--- src/rtl/cascade_mod_counter.sv ---
// ---------------------------------------------------------------------------
// cascade_mod_counter
//
// Two-stage cascaded modulo counter on a single clock. The low digit counts
// modulo LO_MOD and carries (or borrows) into the high digit, which counts
// modulo HI_MOD. Stepping is gated by a count-enable strobe, so there is no
// rippled clock.
//
// Optional feature macro: COUNTER_DOWN_EN
//   defined   -> i_dir selects up (0) or down (1) counting, with down
//                terminal detection.
//   undefined -> up-only counter; i_dir is ignored.
//
// Parameters
//   LO_MOD, HI_MOD : stage moduli (>= 2)
//   LO_W, HI_W     : stage widths (2**W >= MOD)
//
// Ports
//   i_clk      : sole clock, rising edge
//   i_rst_n    : synchronous active-low reset
//   i_en       : count strobe, one step per cycle high
//   i_load     : synchronous load of i_lo_val / i_hi_val (clamped to MOD-1)
//   i_lo_val   : low-stage load value
//   i_hi_val   : high-stage load value
//   i_sat      : 1 = saturate at terminal, 0 = wrap
//   i_dir      : 0 = up, 1 = down (honoured only with COUNTER_DOWN_EN)
//   o_lo, o_hi : registered stage states
//   o_lo_wrap  : registered one-cycle pulse, low stage wrapped/borrowed
//   o_wrap     : registered one-cycle pulse, whole counter wrapped
//   o_tc       : level, counter sits at the terminal value for i_dir
// ---------------------------------------------------------------------------
module cascade_mod_counter #(
  parameter int LO_MOD = 10,
  parameter int HI_MOD = 6,
  parameter int LO_W   = 4,
  parameter int HI_W   = 3
) (
  input  logic            i_clk,
  input  logic            i_rst_n,
  input  logic            i_en,
  input  logic            i_load,
  input  logic [LO_W-1:0] i_lo_val,
  input  logic [HI_W-1:0] i_hi_val,
  input  logic            i_sat,
  input  logic            i_dir,
  output logic [LO_W-1:0] o_lo,
  output logic [HI_W-1:0] o_hi,
  output logic            o_lo_wrap,
  output logic            o_wrap,
  output logic            o_tc
);

  localparam logic [LO_W-1:0] LO_MAX = LO_W'(LO_MOD - 1);
  localparam logic [HI_W-1:0] HI_MAX = HI_W'(HI_MOD - 1);

  logic [LO_W-1:0] lo_q, lo_d;
  logic [HI_W-1:0] hi_q, hi_d;
  logic            lo_wrap_q, lo_wrap_d;
  logic            wrap_q, wrap_d;
  logic            tc;

  // Terminal detection from registered state and the live direction input.
`ifdef COUNTER_DOWN_EN
  always_comb begin
    if (i_dir) tc = (lo_q == '0) && (hi_q == '0);
    else       tc = (lo_q == LO_MAX) && (hi_q == HI_MAX);
  end
`else
  // Up-only build: direction input has no function.
  logic unused_dir;
  assign unused_dir = i_dir;
  assign tc = (lo_q == LO_MAX) && (hi_q == HI_MAX);
`endif

  always_comb begin
    // NOTE: every always_comb output gets a default first so no path leaves
    // it unassigned, which would infer a latch.
    lo_d      = lo_q;
    hi_d      = hi_q;
    lo_wrap_d = 1'b0;
    wrap_d    = 1'b0;

    if (i_load) begin
      // Clamp so out-of-range digit values can never be loaded.
      lo_d = (i_lo_val > LO_MAX) ? LO_MAX : i_lo_val;
      hi_d = (i_hi_val > HI_MAX) ? HI_MAX : i_hi_val;
    end else if (i_en && !(i_sat && tc)) begin
`ifdef COUNTER_DOWN_EN
      if (i_dir) begin
        if (lo_q == '0) begin
          lo_d      = LO_MAX;
          lo_wrap_d = 1'b1;
          if (hi_q == '0) begin
            hi_d   = HI_MAX;
            wrap_d = 1'b1;
          end else begin
            hi_d = hi_q - HI_W'(1);
          end
        end else begin
          lo_d = lo_q - LO_W'(1);
        end
      end else
`endif
      begin
        if (lo_q == LO_MAX) begin
          lo_d      = '0;
          lo_wrap_d = 1'b1;
          if (hi_q == HI_MAX) begin
            hi_d   = '0;
            wrap_d = 1'b1;
          end else begin
            hi_d = hi_q + HI_W'(1);
          end
        end else begin
          lo_d = lo_q + LO_W'(1);
        end
      end
    end
  end

  // NOTE: sequential state uses non-blocking assignments so every flop
  // samples the pre-edge value of every other flop.
  always_ff @(posedge i_clk) begin
    if (!i_rst_n) begin
      lo_q      <= '0;
      hi_q      <= '0;
      lo_wrap_q <= 1'b0;
      wrap_q    <= 1'b0;
    end else begin
      lo_q      <= lo_d;
      hi_q      <= hi_d;
      lo_wrap_q <= lo_wrap_d;
      wrap_q    <= wrap_d;
    end
  end

  assign o_lo      = lo_q;
  assign o_hi      = hi_q;
  assign o_lo_wrap = lo_wrap_q;
  assign o_wrap    = wrap_q;
  assign o_tc      = tc;

endmodule
--- config.mk ---
export PLATFORM = sky130hd
export DESIGN_NAME = cascade_mod_counter
export DESIGN_NICKNAME = d
export VERILOG_FILES = /design/src/rtl/cascade_mod_counter.sv
export SDC_FILE = /design/constraint.sdc
export NUM_CORES = 1
export LEC_CHECK = 0
export CAP_MARGIN = 20
export CORE_AREA = 2 2 39 41
export DETAILED_ROUTE_END_ITERATION = 10
export DIE_AREA = 0 0 41 43
export DONT_BUFFER_PORTS = 1
export GPL_ROUTABILITY_DRIVEN = 0
export PLACE_DENSITY = 0.59
export SYNTH_ARGS = -nofsm -noshare
export SYNTH_HDL_FRONTEND = slang
export SYNTH_SLANG_ARGS = --single-unit
--- constraint.sdc ---
create_clock -name i_clk -period 1.8 [get_ports i_clk]
set_clock_uncertainty 0.15 [all_clocks]
set_input_delay 0 -clock i_clk [delete_from_list [all_inputs] [get_ports i_clk]]
set_output_delay 0 -clock i_clk [all_outputs]
set_load 0.01 [all_outputs]
# --- After elaboration in Yosys (flattened, before gate mapping) ---
# Index checks and enable logic that the tools add are counted.
op_classes:
  n_reduce_logical: 9
  eq_ne: 2
  order_cmp: 2
  add_sub_neg: 2
  muxes: 11
  bitwise_logic: 3
ops:
  columns: ["cell", "n"]
  rows:
  - ["2-to-1 mux 4 bit", 4]
  - ["2-to-1 mux 3 bit", 5]
  - ["adder 4 x 1 -> 4 bit (second input constant)", 1]
  - ["equality test 4 bit (second input constant)", 1]
  - ["greater-than comparator 4 bit (second input constant)", 1]
  - ["nonzero test 2 bit", 2]
  - ["OR reduction 4 bit", 1]
  - ["adder 3 x 1 -> 3 bit (second input constant)", 1]
  - ["equality test 3 bit (second input constant)", 1]
  - ["greater-than comparator 3 bit (second input constant)", 1]
  - ["logical AND 1 bit", 3]
  - ["NOT 1 bit", 3]
  - ["OR reduction 3 bit", 1]
  - ["2-to-1 mux 1 bit", 2]
  - ["AND reduction 2 bit", 1]
  - ["logical NOT 1 bit", 1]
totals:
  reg_bits: 9
  output_inout_bits: 10
  word_cells: 33

# --- Longest topological paths before layout ---
# Gate-level depths: netlist (run 1).
depth:
  depth_word: 7
  depth_mapped: 4
  ltp_nobuf: 3

# --- Worst setup path after synthesis (run 1) ---
# Ideal clock, no wire load.
synth_timing:
  path_type: "flip-flop to flip-flop"
  start: "register lo_q[0] (netlist: o_lo[0])"
  end: "register hi_q[2] (netlist: o_hi[2])"
  required_ns: 1.547
  slack_ns: 0.361
  path_buffers: 0
  t_arrival_ns: 1.185
  path_stages_with_launch: 4
  synth_period_minus_slack_ns: 1.439
  cell_sequence: "dfxtp_1 -> nand4bb_4 -> o31a_1 -> a2111oi_2"
synth_between:
  elab_chain_cells: 7
  word_cells_on_any_way: 8
  classes_between: "eq/ne (1); reduce/logical (7)"
synth_rtl:
  columns: ["element", "line_no", "source"]
  rows:
  - ["from (decl)", "56", "logic [LO_W-1:0] lo_q, lo_d;"]
  - ["from (signal assigned)", "130", "lo_q <= lo_d;"]
  - ["equality test 4 bit (*)", "72, 105", null]
  - ["logical AND 1 bit", "72", "assign tc = (lo_q == LO_MAX) && (hi_q == HI_MAX);"]
  - ["logical AND 1 bit", "87", "end else if (i_en && !(i_sat && tc)) begin"]
  - ["logical NOT 1 bit", "87", null]
  - ["logical AND 1 bit", "87", null]
  - ["nonzero test 2 bit (no source line)", null, null]
  - ["AND reduction 2 bit (no source line) (*)", null, null]
  - ["to (signal assigned)", "131", "hi_q <= hi_d;"]
  - ["to (decl)", "57", "logic [HI_W-1:0] hi_q, hi_d;"]
# Mark *: on every way between the ends. The rest lies on a longest branch, timed or not.
# A chain may end at the register's enable or synchronous reset.

==> reports/qor.yml, run 1 <==
detail-route-antenna-nets: 0
synth_top_flop_cell: "dfxtp_1"
holdPathStages: 2
synthArstFlopShare_pct: 0
min-delay-start: "i_load"
relSlewSlack_pct: 64.9
drtIter0Drc: 8
h-tree-depth: 1
die_h_um: 43
rows: 14
netlist_instances: 67
rsz0062_at_grt: "no"
fin_hold_ws_ns: 0.261
crit_type: "input pin to register"
critPathLaunchType: "input pin"
crit_path_max_fanout: 5
p_leak_nw: 0.299
total_power_w: 0.000486
tns_ns: 0
ir_drop_mv: 0.300
slew_violations: 0
first_global_vias: 496
nets: 98
hold_end: "o_hi[2]"
io_pins: 23
cts.sinks: 9
crit_arrival_ns: 1.71
cp.required_ns: 1.83
reg2reg_depth: 3
worst_pin_slew_ns: 0.527
clock_latency_ns: 0.26
outcome: "finished, final reports clean"
reg2reg_from: "o_lo[2]"
end_kind: "register"
drc: 0
min_path_type: "input pin to register"
setup_viol: 0
yosysSeqAreaShare_pct: 31.8
cts_tree: "done"
synth_nets: 80
die_w_um: 41
fp.dieArea_um2: 1760
cts-root-buf: "clkbuf_4"
pwr_density_cell_nw_per_um2: 653
wl_um: 1330
via_per_inst: 5.81
drt-wirelength-per-cell_um: 13.3
grt.total_usage_pct: 18.9
firstDrtPassIters: 4
post_cts_buffers: 0
dp_hpwl_um: 932
timing.rr.end: "o_hi[2]"
hold_viol_final: 0
coreArea_um2: 1380
area.growth.synth_to_final_pct: 31.3
clockBufferDepth: 2
finish.utilization_pct: 53.8
cap_violations: 0
synth.distinct_cells: 31
start_util_pct: 41.0
period_needed_ns: 1.67
layout_commonest_cell: "dlygate4sd3_1"
r2r_slack_ns: 0.28
startpoint: "i_rst_n"
antenna_cells: 0
gr-total-overflow: 0
clk_pin_slew_ns: 0.06
grt_max_degree: 18
grt_pass1_wl_um: 2240
ys_warn_count: 0
synth-edff-count: 0
ys_ff_latch: 9
antenna_found_initial: 0
finalCritPeriodShare_pct: 93.0
numCtsBuffers: 3
synth_area_um2: 567
avgSynthCellArea_um2: 8.46
mostFrequentLayoutCells: "dlygate4sd3_1 (13), inv_1 (9), dfxtp_1 (9)"
drive_above_1_share_pct: 13.1
vias: 581
max_freq_mhz: 598
port_buffers: 0
==> through the flow <==
| stage | cell area, um2 | cells | setup slack (ns) |
|---|---|---|---|
| final | 744 | 100 | 0.127 |
| after CTS | 742 | 100 | 0.0565 |
| after global routing | 744 | 100 | 0.0333 |
| after global placement | 576 | 82 | 0.289 |
| after floorplan | 567 | 67 | 0.361 |
| after detailed placement | 576 | 82 | 0.292 |
==> report_power, final <==
| group | switching (W) | leakage (nW) | total (W) | internal [W] |
|---|---|---|---|---|
| Combinational | 0.0000380 | 0.210 | 0.0000920 | 0.0000540 |
| Clock | 0.0000728 | 0.0150 | 0.000158 | 0.0000855 |
| Sequential | 0.0000255 | 0.0742 | 0.000236 | 0.000210 |
| Total | 0.000136 | 0.299 | 0.000486 | 0.000350 |
==> registers in the layout (all words and copies together), names as in the netlist <==
signal,cells
o_lo_wrap,1
o_wrap,1
o_lo,4
o_hi,3
==> area by class of cell <==
type	instances	area (um2)
Clock buffer	4	26.3
Fill cell	135	639
Inverter	9	33.8
Multi-Input combinational cell	47	334
Sequential cell	9	180
Tap cell	16	20.0
Timing Repair Buffer	15	150
==> worst max-delay path by stage <==
stage | slack (ns) | to
final | 0.13 | o_lo[0]
after global routing | 0.03 | o_lo[0]
after CTS | 0.06 | o_hi[1]
after detailed placement | 0.29 | o_hi[2]
after global placement | 0.29 | o_hi[2]
after floorplan | 0.36 | o_hi[2]
==> cells in the mapped netlist, drive strengths merged, types with 2 or more instances <==
master,n,area (um2)
o21ai,3,15.0
nor3,3,15.0
nor4,4,25.0
dfxtp,9,180
inv,9,33.8
buf,2,18.8
nand2,5,18.8
a31o,2,17.5
nor2,3,11.3
nand2b,3,18.8
nand3,4,20.0
a21oi,2,10.0
==> cells by family after synthesis <==
logic type,synth area share (%)
buffers and inverters,9.27
multiplexers,1.77
AO/OA/AOI/OAI,23.6
flip-flops,31.8
AND/OR/NAND/NOR,32.0
XOR/XNOR,1.55
==> per-layer routing <==
| metal | track usage [%] | up-vias | routed length, um |
|---|---|---|---|
| li1 | - | 283 | - |
| met1 | 27.4 | 279 | 646 |
| met2 | 22.8 | 17 | 583 |
| met3 | 7.85 | 2 | 87 |
| met4 | 10.0 | 0 | 14 |
| met5 | 0 | - | 0 |
==> critical path, cell delays in order <==
cell and delay, ns:
dlygate4sd3_1 0.62, inv_1 0.13, a31o_2 0.23, dlygate4sd3_1 0.55
nor3_1 0.17
==> what timing repair did <==
action	in CTS	in global routing
gates resized for setup	0	1
hold endpoints to repair	9	0
endpoints found under the setup margin	0	2
hold buffers	14	0
(Power assumes the default switching activity.)
==> inputs of run 2 (changes only) <==
Settings changed: GPL_TIMING_DRIVEN set to 0.
==> run 2 against run 1 <==
Worst hold slack worse by 0.023 ns; final cell count stayed put; utilization down 0.090 points; non-clock buffer count unchanged; sequential power barely moved; first-iteration DRC count rose to 3.9 times the previous value; sequential share of layout area about the same; total power increased by 2.2%; routed wire length is 11% higher.
==> reports/qor.yml, run 2 (synthesized netlist as in run 1, its figures left out) <==
pwr_density_cell_nw_per_um2: 669  # +2.4%
dp_hpwl_um: 945  # +1.3%
gr-total-overflow: 0  # unchanged
hold_viol_final: 0  # unchanged
numCtsBuffers: 3  # unchanged
via_per_inst: 5.78  # -0.52%
antenna_cells: 0  # unchanged
hold_end: "o_wrap"
finalCritPeriodShare_pct: 93.6  # +0.59 points
detail-route-antenna-nets: 0  # unchanged
layout_commonest_cell: "dlygate4sd3_1"
fin_hold_ws_ns: 0.238  # -0.0233 ns
p_leak_nw: 0.294  # -1.9%
drtIter0Drc: 31  # +23
drive_above_1_share_pct: 14.3  # +1.2 points
rsz0062_at_grt: "no"
r2r_slack_ns: 0.25  # -0.03 ns
fp.dieArea_um2: 1760  # unchanged
cap_violations: 0  # unchanged
end_kind: "register"
first_global_vias: 549  # +11%
io_pins: 23  # unchanged
relSlewSlack_pct: 75.7  # +11 points
timing.rr.end: "o_hi[2]"
cts.sinks: 9  # unchanged
drc: 0  # unchanged
rows: 14  # unchanged
area.growth.synth_to_final_pct: 31.1
nets: 98  # unchanged
outcome: "finished, final reports clean"
h-tree-depth: 1  # unchanged
min-delay-start: "i_sat"
wl_um: 1480  # +11%
start_util_pct: 41.0  # unchanged
port_buffers: 0  # unchanged
holdPathStages: 2  # unchanged
reg2reg_from: "o_lo[0]"
grt.total_usage_pct: 19.3  # +0.47 points
largest_reg_flops: 4  # unchanged
firstDrtPassIters: 4  # unchanged
crit_type: "input pin to register"
period_needed_ns: 1.68  # +0.0107 ns
placed_area_um2: 587  # +2.0%
cp.required_ns: 1.81  # -0.02 ns
ir_drop_mv: 0.290  # -3.3%
crit_arrival_ns: 1.69  # -0.02 ns
die_w_um: 41  # unchanged
mostFrequentLayoutCells: "dlygate4sd3_1 (13), inv_1 (9), dfxtp_1 (9)"
max_freq_mhz: 594  # -0.64%
cts-root-buf: "clkbuf_4"
clockBufferDepth: 2  # unchanged
setup_viol: 0  # unchanged
slew_violations: 0  # unchanged
reg2reg_depth: 3  # unchanged
fin_area_um2: 743  # -0.17%
clock_latency_ns: 0.27  # about the same
crit_path_max_fanout: 10  # +5
cts_tree: "done"
coreArea_um2: 1380  # unchanged
vias: 578  # -0.52%
die_h_um: 43  # unchanged
tns_ns: 0  # unchanged
antenna_found_initial: 0  # unchanged
clk_pin_slew_ns: 0.07  # about the same
worst_pin_slew_ns: 0.362  # -0.165 ns
min_path_type: "input pin to register"
critPathLaunchType: "input pin"
grt_pass1_wl_um: 2320  # +3.4%
grt_max_degree: 11  # -7
drt-wirelength-per-cell_um: 14.8  # +11%
## run 2: cell type report
type,instances,area [um2]
sequential,9,180
fill,127,641
multi-input combinational,47,334
timing repair buffer,13,130
clock buffer,4,26.3
tap,16,20.0
inverter,9,33.8
buffer,2,18.8
## run 2: how the worst max path moves through the flow
stage / startpoint / endpoint / slack [ns] / depth (start not counted)
final: i_load / o_lo[2] / 0.12 / 5
after global routing: i_load / o_lo[2] / 0.02 / 5
after CTS: i_rst_n / o_hi[0] / 0.13 / 5
after detailed placement: o_lo[0] / o_hi[2] / 0.26 / 3
after global placement: o_lo[0] / o_hi[2] / 0.26 / 3
after floorplan: o_lo[0] / o_hi[2] / 0.36 / 3
## run 2: timing repair
item	4_1_cts	5_1_grt
gates resized for setup	0	0
setup buffers	0	0
endpoints found under the hold margin	9	0
hold buffers	13	0
## run 2: metrics by stage
stage / util (%) / setup WS, ns / std cells / total power, W
2_1_floorplan: - / 0.361 / 67 / 0.000290
3_3_place_gp: 42.4 / 0.265 / 83 / 0.000302
3_5_place_dp: 42.4 / 0.256 / 83 / 0.000304
4_1_cts: 53.7 / 0.134 / 100 / 0.000496
5_1_grt: 53.7 / 0.0208 / 100 / 0.000518
6_report: 53.7 / 0.116 / 100 / 0.000497
## run 2: worst max-delay path, cell delays in order
cell and delay [ns]:
dlygate4sd3_1 0.68, buf_4 0.23, o21ai_0 0.09, dlygate4sd3_1 0.56, o211a_1 0.13
## run 2: metal layers
| layer | part of all wire (%) | track usage (%) | wire, um | vias to the layer above |
|---|---|---|---|---|
| li1 | - | - | - | 282 |
| met5 | 0 | 0 | 0 | - |
| met4 | 1.0 | 12.0 | 15 | 0 |
| met1 | 46 | 27.2 | 685 | 268 |
| met2 | 46 | 24.1 | 680 | 26 |
| met3 | 6.6 | 6.81 | 97 | 2 |
## run 2: where the power goes
group | leakage, nW | internal, W | switching (W)
sequential | 0.0742 | 0.000210 | 0.0000271
combinational | 0.204 | 0.0000536 | 0.0000389
clock | 0.0150 | 0.0000857 | 0.0000816
total | 0.294 | 0.000349 | 0.000148
